<file path="src/rtl/if_id_stage_pkg.sv">
// Shared constants for the IF/ID boundary: bus widths, RV32I opcodes used by
// the hazard decode, the injected NOP and the hazard FSM state encoding.
package if_id_stage_pkg;

   localparam int WIDTH_INST = 32;
   localparam int WIDTH_PC   = 32;

   localparam logic [WIDTH_INST-1:0] NOP_INST = 32'h0000_0013;

   localparam logic [6:0] OPC_LUI    = 7'b0110111;
   localparam logic [6:0] OPC_AUIPC  = 7'b0010111;
   localparam logic [6:0] OPC_JAL    = 7'b1101111;
   localparam logic [6:0] OPC_BRANCH = 7'b1100011;
   localparam logic [6:0] OPC_STORE  = 7'b0100011;
   localparam logic [6:0] OPC_OP     = 7'b0110011;

   typedef enum logic [1:0] {
      ST_RUN      = 2'd0,
      ST_LU_STALL = 2'd1,
      ST_MEM_HOLD = 2'd2
   } state_t;

endpackage

</file>
<file path="src/rtl/if_id_stage_hazard_detect.sv">
// Combinational load-use detector: decodes which source registers the ID
// instruction reads and compares them against the load destination in EX.
module hazard_detect
   import if_id_stage_pkg::*;
(
   input  logic [WIDTH_INST-1:0] inst,
   input  logic                  valid,
   input  logic                  ex_mem_read,
   input  logic [4:0]            ex_rd,
   output logic                  load_use
);

   logic [6:0] opcode;
   logic [4:0] rs1;
   logic [4:0] rs2;
   logic       rs1_used;
   logic       rs2_used;
   logic       rs1_hit;
   logic       rs2_hit;

   assign opcode = inst[6:0];
   assign rs1    = inst[19:15];
   assign rs2    = inst[24:20];

   // U-type and JAL carry immediate bits in the rs1 field, so they never match.
   assign rs1_used = (opcode != OPC_LUI) && (opcode != OPC_AUIPC) && (opcode != OPC_JAL);
   assign rs2_used = (opcode == OPC_BRANCH) || (opcode == OPC_STORE) || (opcode == OPC_OP);

   assign rs1_hit = rs1_used && (rs1 == ex_rd);
   assign rs2_hit = rs2_used && (rs2 == ex_rd);

   assign load_use = valid && ex_mem_read && (ex_rd != 5'd0) && (rs1_hit || rs2_hit);

endmodule

</file>
<file path="src/rtl/if_id_stage.sv">
// IF/ID pipeline register with load-use / memory-stall hazard control and a
// saturating stall-cycle counter; one cycle IF->ID latency when not stalled.
module if_id_stage
   import if_id_stage_pkg::*;
#(
   parameter logic [WIDTH_INST-1:0] NOP_INST = if_id_stage_pkg::NOP_INST,
   parameter int                    CNT_W    = 16
) (
   input  logic                  clk,
   input  logic                  rst_n,
   input  logic [WIDTH_INST-1:0] inst_IF,
   input  logic [WIDTH_PC-1:0]   pc_IF,
   input  logic                  flush,
   input  logic                  mem_busy,
   input  logic                  ex_memRead,
   input  logic [4:0]            ex_rd,
   output logic [WIDTH_INST-1:0] inst_ID,
   output logic [WIDTH_PC-1:0]   pc_ID,
   output logic                  valid_ID,
   output logic                  stop_IF,
   output logic                  bubble_EX,
   output logic [CNT_W-1:0]      stall_cnt
);

   state_t state;
   state_t state_nxt;
   logic   load_use;
   logic   lu_run;

   hazard_detect u_hazard_detect (
      .inst        (inst_ID),
      .valid       (valid_ID),
      .ex_mem_read (ex_memRead),
      .ex_rd       (ex_rd),
      .load_use    (load_use)
   );

   // LU_STALL only lasts one cycle, so a hazard seen there is not re-stalled.
   assign lu_run    = (state == ST_RUN) && load_use;
   assign stop_IF   = rst_n && !flush && (mem_busy || lu_run);
   assign bubble_EX = rst_n && !flush && !mem_busy && lu_run;

   always_comb begin
      state_nxt = state;
      if (flush) begin
         state_nxt = ST_RUN;
      end else if (mem_busy) begin
         state_nxt = ST_MEM_HOLD;
      end else begin
         case (state)
            ST_RUN:      state_nxt = load_use ? ST_LU_STALL : ST_RUN;
            ST_LU_STALL: state_nxt = ST_RUN;
            ST_MEM_HOLD: state_nxt = ST_RUN;
            default:     state_nxt = ST_RUN;
         endcase
      end
   end

   always_ff @(posedge clk or negedge rst_n) begin
      if (!rst_n) begin
         state <= ST_RUN;
      end else begin
         state <= state_nxt;
      end
   end

   // Flush beats a simultaneous memory stall: fetch is already redirecting.
   always_ff @(posedge clk or negedge rst_n) begin
      if (!rst_n) begin
         inst_ID  <= NOP_INST;
         pc_ID    <= '0;
         valid_ID <= 1'b0;
      end else if (flush) begin
         inst_ID  <= NOP_INST;
         pc_ID    <= pc_IF;
         valid_ID <= 1'b0;
      end else if (!stop_IF) begin
         inst_ID  <= inst_IF;
         pc_ID    <= pc_IF;
         valid_ID <= 1'b1;
      end
   end

   always_ff @(posedge clk or negedge rst_n) begin
      if (!rst_n) begin
         stall_cnt <= '0;
      end else if (stop_IF && (stall_cnt != {CNT_W{1'b1}})) begin
         stall_cnt <= stall_cnt + 1'b1;
      end
   end

endmodule

</file>
<file path="config.mk">
export PLATFORM = sky130hd
export DESIGN_NAME = if_id_stage
export DESIGN_NICKNAME = d
export VERILOG_FILES = /design/src/rtl/if_id_stage_pkg.sv /design/src/rtl/if_id_stage_hazard_detect.sv /design/src/rtl/if_id_stage.sv
export SDC_FILE = /design/constraint.sdc
export NUM_CORES = 1
export LEC_CHECK = 0
export CORE_MARGIN = 3
export CORE_UTILIZATION = 30
export CTS_BUF_LIST = sky130_fd_sc_hd__clkbuf_16
export DETAILED_ROUTE_END_ITERATION = 7
export PLACE_DENSITY_LB_ADDON = 0.2
export SYNTH_ARGS = -nofsm -noshare
export SYNTH_HDL_FRONTEND = slang
export SYNTH_SLANG_ARGS = --single-unit
export TNS_END_PERCENT = 100
</file>
<file path="constraint.sdc">
create_clock -name clk -period 2.8 [get_ports clk]
set_input_delay 0.56 -clock clk [delete_from_list [all_inputs] [get_ports clk]]
set_output_delay 0.56 -clock clk [all_outputs]
set_load 0.1 [all_outputs]
</file>
* After elaboration in Yosys (flattened, before gate mapping) *
Index checks and enable logic that the tools add are counted.

word-level totals
  logic and storage cells = 47
  register bits after elaboration = 83
  input bits = 74
  output and inout port bits = 83

operators by class
  $add $sub $neg = 1
  eq/ne operators = 10
  reductions and logical operators = 21
  multiplexer cells = 10

operators by type and width
  cell                   number
  $mux 32                4
  $add 16x1->16 const B  1
  $ne 16x16->1 const B   1
  $eq 7x6->1 const B     2
  $logic_and 1x1->1      13
  $eq 5x5->1             2
  $eq 7x7->1 const B     1
  $ne 7x5->1 const B     1
  $ne 7x6->1 const B     1
  $ne 7x7->1 const B     1
  $reduce_bool 5->1      1
  $logic_or 1x1->1       4
  $mux 1                 4
  $mux 2                 2
  $logic_not 1->1        2
  $logic_not 2->1        1
  $ne 2x2->1 const B     1

* Longest topological paths before layout *
Gate-level depths: netlist (run 1).

  word-level depth = 11
  gate-level depth with buffers = 8
  mapped depth without buffers = 7

* Hierarchy *
Synthesis (run 1) repeated with hierarchy kept, for this count alone.

second synthesis, totals
  cells, all modules = 385
  area total of the unflattened synthesis = 3701.0 µm²

modules (own cells, without submodules)
  module         cells an instance  sequential area each (µm²)  area an instance (µm²)  times used
  if_id_stage    363                2080.7                      3528.4                  1
  hazard_detect  22                 0.0                         172.7                   1

* Worst setup path after synthesis (run 1) *
OpenSTA, ideal clock, no wires.

  path kind = reg-to-output
  from = register inst_ID[6]
  to = output bubble_EX
  cell stages (with the launch flop) = 6
  data arrival time = 3.070 ns
  required time = 2.240 ns
  buffers on the path = 0
  slack = -0.830 ns
  path through = dfrtp_1 > and3_1 > o2111a_1 > nor4_2 > o211ai_1 > nor2_1

on the way
  word-level cells in the longest chain between the ends = 8
  elaborated cells on any way between the ends = 16
  those cells by class = 6 x eq/ne; 10 x reduce/logical

RTL lines
  what                                                                line                                                              text
  start: declaration                                                  if_id_stage.sv:17                                                 output logic [WIDTH_INST-1:0] inst_ID,
  start signal: assignment                                            if_id_stage.sv:78                                                 inst_ID <= inst_IF;
  $ne 7x6->1 (tied with other cells)                                  if_id_stage_hazard_detect.sv:26                                   assign rs1_used = (opcode != OPC_LUI) && (opcode != OPC_AUIPC) && (opcode != OPC_JAL);
  $logic_and 1x1->1 or $logic_or 1x1->1 (tied branches) (2 in a row)  if_id_stage_hazard_detect.sv:26, if_id_stage_hazard_detect.sv:27
  $logic_and 1x1->1, on equally long branches                         if_id_stage_hazard_detect.sv:29, if_id_stage_hazard_detect.sv:30
  $logic_or 1x1->1 (*)                                                if_id_stage_hazard_detect.sv:32                                   assign load_use = valid && ex_mem_read && (ex_rd != 5'd0) && (rs1_hit || rs2_hit);
  $logic_and 1x1->1 (*)                                               if_id_stage_hazard_detect.sv:32
  $logic_and 1x1->1 (*)                                               if_id_stage.sv:39                                                 assign lu_run = (state == ST_RUN) && load_use;
  $logic_and 1x1->1 (*)                                               if_id_stage.sv:41                                                 assign bubble_EX = rst_n && !flush && !mem_busy && lu_run;
  end: declaration                                                    if_id_stage.sv:21                                                 output logic bubble_EX,

Every way passes the cells marked *; elsewhere a longest branch is shown, timed or not.

* Worst setup path after layout (run 1) *
  from = input ex_rd[4]
  to = output bubble_EX

on the way
  word-level cells in the longest chain between the ends = 6
  elaborated cells on any way between the ends = 10
  those cells by class = 2 x eq/ne; 8 x reduce/logical

RTL lines
  what                                         line                                                              text
  start: declaration                           if_id_stage.sv:16                                                 input logic [4:0] ex_rd,
  $eq 5x5->1, on equally long branches         if_id_stage_hazard_detect.sv:29, if_id_stage_hazard_detect.sv:30
  $logic_and 1x1->1, on equally long branches  if_id_stage_hazard_detect.sv:29, if_id_stage_hazard_detect.sv:30
  $logic_or 1x1->1                             if_id_stage_hazard_detect.sv:32
  $logic_and 1x1->1 (*)                        if_id_stage_hazard_detect.sv:32
  $logic_and 1x1->1 (*)                        if_id_stage.sv:39
  $logic_and 1x1->1 (*)                        if_id_stage.sv:41

Marked as above.

==> results of run 1 <==
==> critical path, delay by kind of cell <==
kind,cells,cell delay [ns]
AO/OA/AOI/OAI,1,0.16
AND/OR/NAND/NOR,2,0.40
buffers and inverters,3,0.81
XOR/XNOR,1,0.19
==> cell usage after synthesis, types with 3 or more instances <==
cell and instances:
dfrtp_1 80, xnor2_1 15, nand3_1 9, nand2b_1 31, nor2_1 9, xor2_1 7, buf_2 6, and4_1 5
o21ai_0 32, dfstp_2 3, nand4_1 6, and3_1 3, clkbuf_1 6, inv_1 4, mux2_2 33, nand2_1 40
a21oi_1 3
==> power by group through the flow <==
stage          Sequential [mW]  Clock (mW)  Combinational (mW)
6_report                  1.38        1.24                1.17
2_1_floorplan             2.06           0               0.161
4_1_cts                   1.38        1.30                1.18
3_3_place_gp              1.40           0                1.17
5_1_grt                   1.39        1.35                1.22
3_5_place_dp              1.40           0                1.18
==> layout make-up <==
type / count / area share
clock inverter: 6 / 0.0149
timing repair buffer: 169 / 0.268
clock buffer: 9 / 0.0407
sequential: 83 / 0.377
multi-input combinational: 213 / 0.265
inverter: 4 / 0.00271
tap: 143 / 0.0323
==> metal layers <==
| metal | global-route usage | routed length, microns | vias up |
|---|---|---|---|
| li1 | - | - | 1397 |
| met1 | 0.177 | 3910 | 1351 |
| met2 | 0.227 | 4730 | 101 |
| met3 | 0.0595 | 708 | 8 |
| met4 | 0.0480 | 157 | 0 |
| met5 | 0 | 0 | - |
==> through the flow <==
stage,power (mW),hold WS (ns)
CTS,3.85,0.262
detailed placement,2.58,0.471
finish,3.79,0.269
global route,3.96,0.284
floorplan,2.22,0.264
global placement,2.57,0.465
==> cell families after synthesis <==
logic type | count (synthesis) | share of synthesized area
xor+xnor | 22 | 0.0532
compound gates | 41 | 0.0639
simple gates | 114 | 0.167
mux | 35 | 0.109
flops | 83 | 0.575
buf+inv | 20 | 0.0290
fa+ha+maj | 1 | 0.00346
==> sequential cells by signal, indices dropped and copies added (netlist names) <==
name       flops
valid_ID       1
inst_ID       32
state          2
stall_cnt     16
pc_ID         32
==> worst min-delay path by stage <==
stage                     slack [ns]  depth (start not counted)                    start                       end
after floorplan                 0.26                          0                    rst_n   inst_ID[10]$_DFFE_PN0P_
after global routing            0.28                          2                    rst_n  stall_cnt[6]$_DFFE_PN0P_
after global placement          0.47                          2  inst_ID[27]$_DFFE_PN0P_   inst_ID[27]$_DFFE_PN0P_
final                           0.27                          2                    rst_n        state[1]$_DFF_PN0_
after CTS                       0.26                          2                    rst_n  stall_cnt[6]$_DFFE_PN0P_
after detailed placement        0.47                          2  inst_ID[12]$_DFFE_PN0P_   inst_ID[12]$_DFFE_PN0P_
==> repair_timing <==
item                       in CTS  in global routing
resized for setup               3                  2
setup buffers                   0                  0
pin swaps                       4                  0
hold buffers                    0                  0
setup endpoints to repair       1                  1
==> results.json, run 1 <==
{
  "status": "finished clean",
  "dp_hpwl_microns": 6990,
  "fmax_ghz": 0.371,
  "rrSetupSlack_ns": 0.49,
  "combPwrFrac": 0.309,
  "cpPeakStageDelay_ns": 0.47,
  "htreeDepth": 3,
  "yosys-top-cells-area": "dfrtp_1 55%, mux2_2 10%, nand2b_1 5.4%, o21ai_0 4.4%, nand2_1 4.1%",
  "gp_congestion": 0.756,
  "ys_types": 34,
  "cp_slowest_cell": "clkdlybuf4s50_1",
  "p_seq_frac": 0.363,
  "final_common_cell": "buf_4",
  "coreArea_sq_mm": 0.0116,
  "clkSinkCount": 83,
  "power.share.clock": 0.328,
  "worstRegToRegCells": 7,
  "num_vias": 2857,
  "register_area_sq_mm": 0.00209,
  "tightest_slew_ns": 0.689,
  "cts_buffers": 9,
  "final_antenna_net_count": 0,
  "placed_cell_area_sq_mm": 0.00522,
  "hp-class": "in2async",
  "drv_slew": 0,
  "fin_nets": 555,
  "ys_seq_elements": 83,
  "stdcell_area_sq_mm": 0.00554,
  "clockBufferDepth": 2,
  "r2r_start": "inst_ID[6]$_DFFE_PN0P_",
  "switchingPower_mw": 1.42,
  "fin_crit_ns": 2.69,
  "netlist_area_sq_mm": 0.00362,
  "p_int_mw": 2.37,
  "hold_violations": 0,
  "peakVddDrop_mv": 0.503,
  "ys.flop_type": "dfrtp_1",
  "skew_ns": 0.00824,
  "setup_viol": 0,
  "synth_nets": 391,
  "firstDrtPassIters": 4,
  "die_area_sq_mm": 0.0134,
  "yosys.area.top_type": "dfrtp_1",
  "antennaDiodeCount": 0,
  "cp.required_ns": 2.24,
  "drt_iter0_markers": 100,
  "endpoint": "bubble_EX",
  "placed_cells": 612,
  "finalSetupTns_ns": 0,
  "yosys_warnings": 0,
  "final_cell_mix": "94 x buf_4, 75 x dfrtp_1, 69 x clkdlybuf4s50_1, 40 x nand2_1, 33 x mux2_2",
  "wirelength_microns": 9510,
  "layout_setup_ws_ns": 0.106,
  "pre_cts_ws_ns": 0.00751,
  "ioPinCount": 157,
  "drive_above_1_share": 0.324,
  "worstPathArrival_ns": 2.13,
  "rr_endpoint": "inst_ID[7]$_DFFE_PN0P_",
  "start_kind": "input pin",
  "port_buffers": 156,
  "grt_max_degree": 55,
  "multi_input_area_sq_mm": 0.00147,
  "row_count": 39,
  "yosysSeqAreaShare": 0.575,
  "utilization": 0.477,
  "grt_pass1_wl_microns": 14800,
  "grt_antenna_before_repair": 0,
  "crit_path_cell_trace": "clkdlybuf4s50_1, xor2_1, nor4_1, buf_4, o211ai_1, nor2_4, buf_12",
  "worstSetupPathType": "in2out",
  "syn_area_per_cell_sq_um": 11.5,
  "slew_headroom": 0.540,
  "overflow": 0,
  "start_util": 0.312,
  "syn_inst": 316,
  "syn_to_final_growth_pct": 53.0,
  "root_buffer": "clkbuf_16",
  "cts_tree": "built",
  "cp-startpoint": "ex_rd[4]",
  "clkSlewWorstSetupHoldPaths_ns": 0.06,
  "rsz0062_at_grt": "no",
  "drv_cap": 0,
  "crit_fanout": 3,
  "viasPerCell": 4.56,
  "layoutNonFillerInstCount": 627,
  "worstSetupEndpointType": "output pin",
  "nFillCells": 1096,
  "powerDensity_mw_per_mm2": 685,
  "swShare": 0.374,
  "p_leak_nw": 2.46,
  "die_h_microns": 116,
  "synth.top_cell.area_share": 0.553,
  "die_w_microns": 116,
  "async_reset_ff_frac": 1.00,
  "grt_pass1_vias": 2901,
  "drc": 0,
  "wl_per_cell_microns": 15.2,
  "post-route-period-util": 0.962,
  "clkLatencyLatePin_ns": 0.34,
  "track_usage": 0.143,
  "synth-edff-count": 0
}
Power figures use the tool's default switching activity.
==> run 2, diff against run 1 <==
- SETUP_SLACK_MARGIN: unset -> 0.1
==> run 2 against run 1 <==
Effect of this change: non-clock buffer count increased by 1; sequential power about the same; first-iteration DRC count decreased by 2.0%; design area grew 2.0%; critical path type unchanged; clock skew hardly changed; critical path depth shrank 2; wire length shrank 2.1%; highest routed layer unchanged.
==> results.json, run 2 (synthesis results as in run 1) <==
{
  "cp_slowest_cell": "clkdlybuf4s50_1",
  "cp.required_ns": 2.24,
  "powerDensity_mw_per_mm2": 698,
  "layoutNonFillerInstCount": 629,
  "start_util": 0.312,
  "port_buffers": 156,
  "drc": 0,
  "fin_crit_ns": 2.62,
  "rsz0062_at_grt": "no",
  "crit_fanout": 8,
  "slew_headroom": 0.381,
  "ioPinCount": 157,
  "met3_usage": 0.0480,
  "grt.busiest_layer": "met2",
  "coreArea_sq_mm": 0.0116,
  "post-route-period-util": 0.936,
  "crit_path_cell_trace": "clkdlybuf4s50_1, xor2_1, nor4_4, o311a_4, buf_12",
  "clkLatencyLatePin_ns": 0.33,
  "final_cell_mix": "92 x buf_4, 73 x dfrtp_1, 68 x clkdlybuf4s50_1, 40 x nand2_1, 33 x mux2_2",
  "utilization": 0.486,
  "post_cts_buffers": 0,
  "cts_tree": "built",
  "firstDrtPassIters": 4,
  "drt_iter0_markers": 98,
  "clkSinkCount": 83,
  "skew_ns": 0.00866,
  "worstSetupPathType": "in2out",
  "grt_pass1_vias": 3010,
  "start_kind": "input pin",
  "clockBufferDepth": 2,
  "p_leak_nw": 2.50,
  "antennaDiodeCount": 0,
  "row_count": 39,
  "placed_cells": 613,
  "hold_violations": 0,
  "finalSetupTns_ns": 0,
  "met2_usage": 0.223,
  "viasPerCell": 4.55,
  "num_vias": 2863,
  "drv_slew": 0,
  "cts_buffers": 9,
  "layout_setup_ws_ns": 0.178,
  "biggestRegsByFlops": "inst_ID (32), pc_ID (32), stall_cnt (16)",
  "cp_num_buf_inv": 2,
  "fin_nets": 556,
  "tightest_slew_ns": 0.928,
  "wl_per_cell_microns": 14.8,
  "grt_use_met1": 0.187,
  "hp-class": "in2async",
  "final_antenna_net_count": 0,
  "gp_congestion": 0.825,
  "die_w_microns": 116,
  "worstPathArrival_ns": 2.06,
  "drive_above_1_share": 0.342,
  "worstSetupEndpointType": "output pin",
  "die_area_sq_mm": 0.0134,
  "drv_cap": 0,
  "pre_cts_ws_ns": 0.0256,
  "cpLargestDelayFamily": "buffers and inverters",
  "grt_pass1_wl_microns": 15100,
  "fmax_ghz": 0.381,
  "htreeDepth": 3,
  "wirelength_microns": 9310,
  "grt_antenna_before_repair": 0,
  "nFillCells": 1127,
  "clkSlewWorstSetupHoldPaths_ns": 0.06,
  "peakVddDrop_mv": 0.336,
  "final_common_cell": "buf_4",
  "root_buffer": "clkbuf_16",
  "status": "finished clean",
  "syn_to_final_growth_pct": 56.0,
  "setup_viol": 0,
  "r2r_start": "inst_ID[4]$_DFFE_PN1P_",
  "dp_hpwl_microns": 6980,
  "cp-startpoint": "ex_rd[2]",
  "grt_max_degree": 74,
  "cpPeakStageDelay_ns": 0.54,
  "die_h_microns": 116,
  "overflow": 0,
  "track_usage": 0.142
}
-- run 2: final timing paths --
check | end | slack [ns] | depth (start not counted)
max | stop_IF | 0.18 | 5
min reg2reg | inst_ID[30]$_DFFE_PN0P_ | 0.49 | 2
max in group asynchronous | inst_ID[20]$_DFFE_PN0P_ | 1.55 | 2
max reg2reg | stall_cnt[1]$_DFFE_PN0P_ | 0.50 | 7
min in group clk | inst_ID[30]$_DFFE_PN0P_ | 0.49 | 2
min | state[1]$_DFF_PN0_ | 0.07 | 1
-- run 2: stage by stage --
stage | total power [mW] | instance area, sq um | hold WS [ns]
final | 3.94 | 5650 | 0.0700
after global routing | 4.10 | 5650 | 0.0673
after CTS | 3.99 | 5580 | 0.0642
after detailed placement | 2.59 | 5230 | 0.425
after global placement | 2.58 | 5230 | 0.418
after floorplan | 2.22 | 3640 | 0.264
-- run 2: worst reg2reg max path, delay by kind of cell (launching register included) --
family / cells / cell delay, ns
flops: 1 / 0.56
compound gates: 2 / 0.70
buf+inv: 1 / 0.22
mux: 1 / 0.34
simple gates: 3 / 0.37
-- run 2: final cells by class --
cell class / instances / area [sq um] / area share
Sequential cell: 83 / 2090 / 0.370
Multi-Input combinational cell: 213 / 1520 / 0.268
Timing Repair Buffer: 170 / 1500 / 0.266
Clock buffer: 9 / 225 / 0.0399
Tap cell: 143 / 179 / 0.0317
Clock inverter: 7 / 124 / 0.0219
Inverter: 4 / 15.0 / 0.00266
-- run 2: metal layers --
| metal | part of all wire | vias to the layer above |
|---|---|---|
| met1 | 0.44 | 1359 |
| li1 | - | 1404 |
| met2 | 0.47 | 93 |
| met5 | 0 | - |
| met4 | 0.010 | 0 |
| met3 | 0.080 | 7 |
-- run 2: report_power, final --
part | internal (mW) | switching [mW]
registers | 1.30 | 0.0882
clock network | 0.880 | 0.499
logic | 0.317 | 0.865
-- run 2: what timing repair did --
item,CTS,global route
pin swaps,4,8
hold buffers,0,0
resized for setup,5,10
setup endpoints to repair,2,2
endpoints found under the hold margin,0,0
==> run 3, diff against run 2 <==
- CAP_MARGIN: unset -> 20
- PLACE_DENSITY: unset -> 0.56
- PLACE_DENSITY_LB_ADDON: 0.2 -> unset
- clock period: 2.8 -> 3.35 ns (I/O delays scaled with it)
==> run 3 against run 2 <==
Effect of this change: combinational power down 17%; sequential power shrank 17%; clock skew about the same; design area fell by 3.6%; power is 23% lower; setup slack better by 0.11 ns; worst hold slack gained 0.12 ns; final cell count shrank 1.6%; count of clock-buffer cells in the layout unchanged; die area stayed put; global-route usage grew 0.36 points; clock power shrank 33%; critical path type unchanged.
==> results.json, run 3 (synthesis results as in run 1) <==
{
  "crit_fanout": 3,
  "htreeDepth": 3,
  "fin_nets": 547,
  "hp-class": "in2async",
  "cp.required_ns": 2.68,
  "die_w_microns": 116,
  "r2r_start": "inst_ID[6]$_DFFE_PN0P_",
  "antennaDiodeCount": 0,
  "start_util": 0.312,
  "drc": 0,
  "firstDrtPassIters": 4,
  "final_cell_mix": "85 x buf_4, 80 x dfrtp_1, 72 x clkdlybuf4s50_1, 40 x nand2_1, 33 x mux2_2",
  "gp_congestion": 0.776,
  "cpPeakStageDelay_ns": 0.55,
  "coreArea_sq_mm": 0.0116,
  "drv_slew": 0,
  "clockBufferDepth": 2,
  "post-route-period-util": 0.915,
  "hold_violations": 0,
  "placed_cells": 604,
  "rsz0062_at_grt": "no",
  "syn_to_final_growth_pct": 50.5,
  "final_antenna_net_count": 0,
  "grt_max_degree": 73,
  "finalSetupTns_ns": 0,
  "clkLatencyLatePin_ns": 0.33,
  "start_kind": "input pin",
  "fin_crit_ns": 3.06,
  "met3_usage": 0.0507,
  "fmax_ghz": 0.326,
  "track_usage": 0.146,
  "layoutNonFillerInstCount": 619,
  "slew_headroom": 0.405,
  "grt_use_met1": 0.190,
  "die_h_microns": 116,
  "grt_pass1_vias": 2870,
  "wl_per_cell_microns": 15.6,
  "powerDensity_mw_per_mm2": 560,
  "met2_usage": 0.227,
  "final_common_cell": "buf_4",
  "viasPerCell": 4.62,
  "cts_buffers": 9,
  "drt_iter0_markers": 98,
  "worstSetupEndpointType": "output pin",
  "worstSetupPathType": "in2out",
  "die_area_sq_mm": 0.0134,
  "status": "finished clean",
  "cts_tree": "built",
  "overflow": 0,
  "wirelength_microns": 9650,
  "dp_hpwl_microns": 7250,
  "drv_cap": 0,
  "port_buffers": 156,
  "cp_slowest_cell": "clkdlybuf4s50_1",
  "clkSinkCount": 83,
  "grt_pass1_wl_microns": 15100,
  "grt_antenna_before_repair": 0,
  "setup_viol": 0,
  "grt.busiest_layer": "met2",
  "num_vias": 2857,
  "p_leak_nw": 2.41,
  "nFillCells": 1132,
  "clkSlewWorstSetupHoldPaths_ns": 0.06,
  "worstPathArrival_ns": 2.39,
  "cp-startpoint": "ex_rd[1]",
  "rrSetupSlack_ns": 1.01,
  "row_count": 39,
  "skew_ns": 0.00860,
  "tightest_slew_ns": 0.892,
  "crit_path_cell_trace": "clkdlybuf4s50_1, xnor2_1, nand4_1, nor4_2, o211ai_1, nor2_4, buf_12",
  "ioPinCount": 157,
  "peakVddDrop_mv": 0.205,
  "biggestRegsByFlops": "inst_ID (32), pc_ID (32), stall_cnt (16)",
  "drive_above_1_share": 0.296,
  "root_buffer": "clkbuf_16"
}
==> run 3: changes by cell type in the layout (fill, tap and decap cells not counted), moves of 3 or more <==
cell and delta:
buf_4 -7, buf_6 -3, clkdlybuf4s50_1 +4, dfrtp_1 +7, dfrtp_2 -7, dlygate4sd2_1 -4, xnor2_1 +3
==> run 3: metal layers <==
layer	routed length (microns)	share of wire
met1	4250	0.44
met2	4480	0.46
met3	808	0.084
met4	108	0.011
met5	0	0
==> run 3: worst max-delay path, delay by kind of cell <==
kind,cells,cell delay (ns)
simple gates,3,0.66
xor+xnor,1,0.14
buf+inv,2,0.73
compound gates,1,0.20
==> run 3: repair_timing <==
item | 4_1_cts | 5_1_grt
setup endpoints to repair | 0 | 1
buffers inserted | 0 | 0
gates resized for setup | 0 | 1
hold buffers | 0 | 0
==> run 3: layout make-up <==
| cell class | instances | area (sq um) | share of cell area |
|---|---|---|---|
| multi-input cells | 213 | 1460 | 0.268 |
| well taps | 143 | 179 | 0.0329 |
| flip-flops and latches | 83 | 2080 | 0.382 |
| repair buffers | 161 | 1440 | 0.264 |
| inverters | 4 | 15.0 | 0.00276 |
| clock buffers | 9 | 225 | 0.0414 |
| clock inverters | 6 | 50.0 | 0.00919 |
==> run 3: where the power goes <==
part	switching (mW)	total (mW)	internal [mW]	leakage [nW]
Combinational	0.722	0.977	0.254	1.23
Sequential	0.0681	1.15	1.08	1.04
Clock	0.362	0.923	0.561	0.143
Total	1.15	3.05	1.90	2.41
==> run 3: path summary, 6_finish.rpt <==
check / end / cells past startpoint
setup / recovery: bubble_EX / 7
hold / removal: stall_cnt[15]$_DFFE_PN0P_ / 1
setup reg to reg: pc_ID[4]$_DFFE_PN0P_ / 6
hold reg to reg: inst_ID[28]$_DFFE_PN0P_ / 2
max in group asynchronous: state[1]$_DFF_PN0_ / 2
min in group clk: inst_ID[28]$_DFFE_PN0P_ / 2
==> run 3: through the flow <==
stage / power [mW] / hold slack [ns] / setup WS, ns / cell area, sq um / utilization
after global placement: 2.15 / 0.464 / 0.236 / 5160 / 0.445
after detailed placement: 2.15 / 0.476 / 0.204 / 5160 / 0.445
after CTS: 3.10 / 0.184 / 0.199 / 5440 / 0.468
after global routing: 3.18 / 0.190 / 0.214 / 5450 / 0.469
after floorplan: 1.86 / 0.374 / 0.171 / 3630 / -
final: 3.05 / 0.190 / 0.286 / 5450 / 0.469
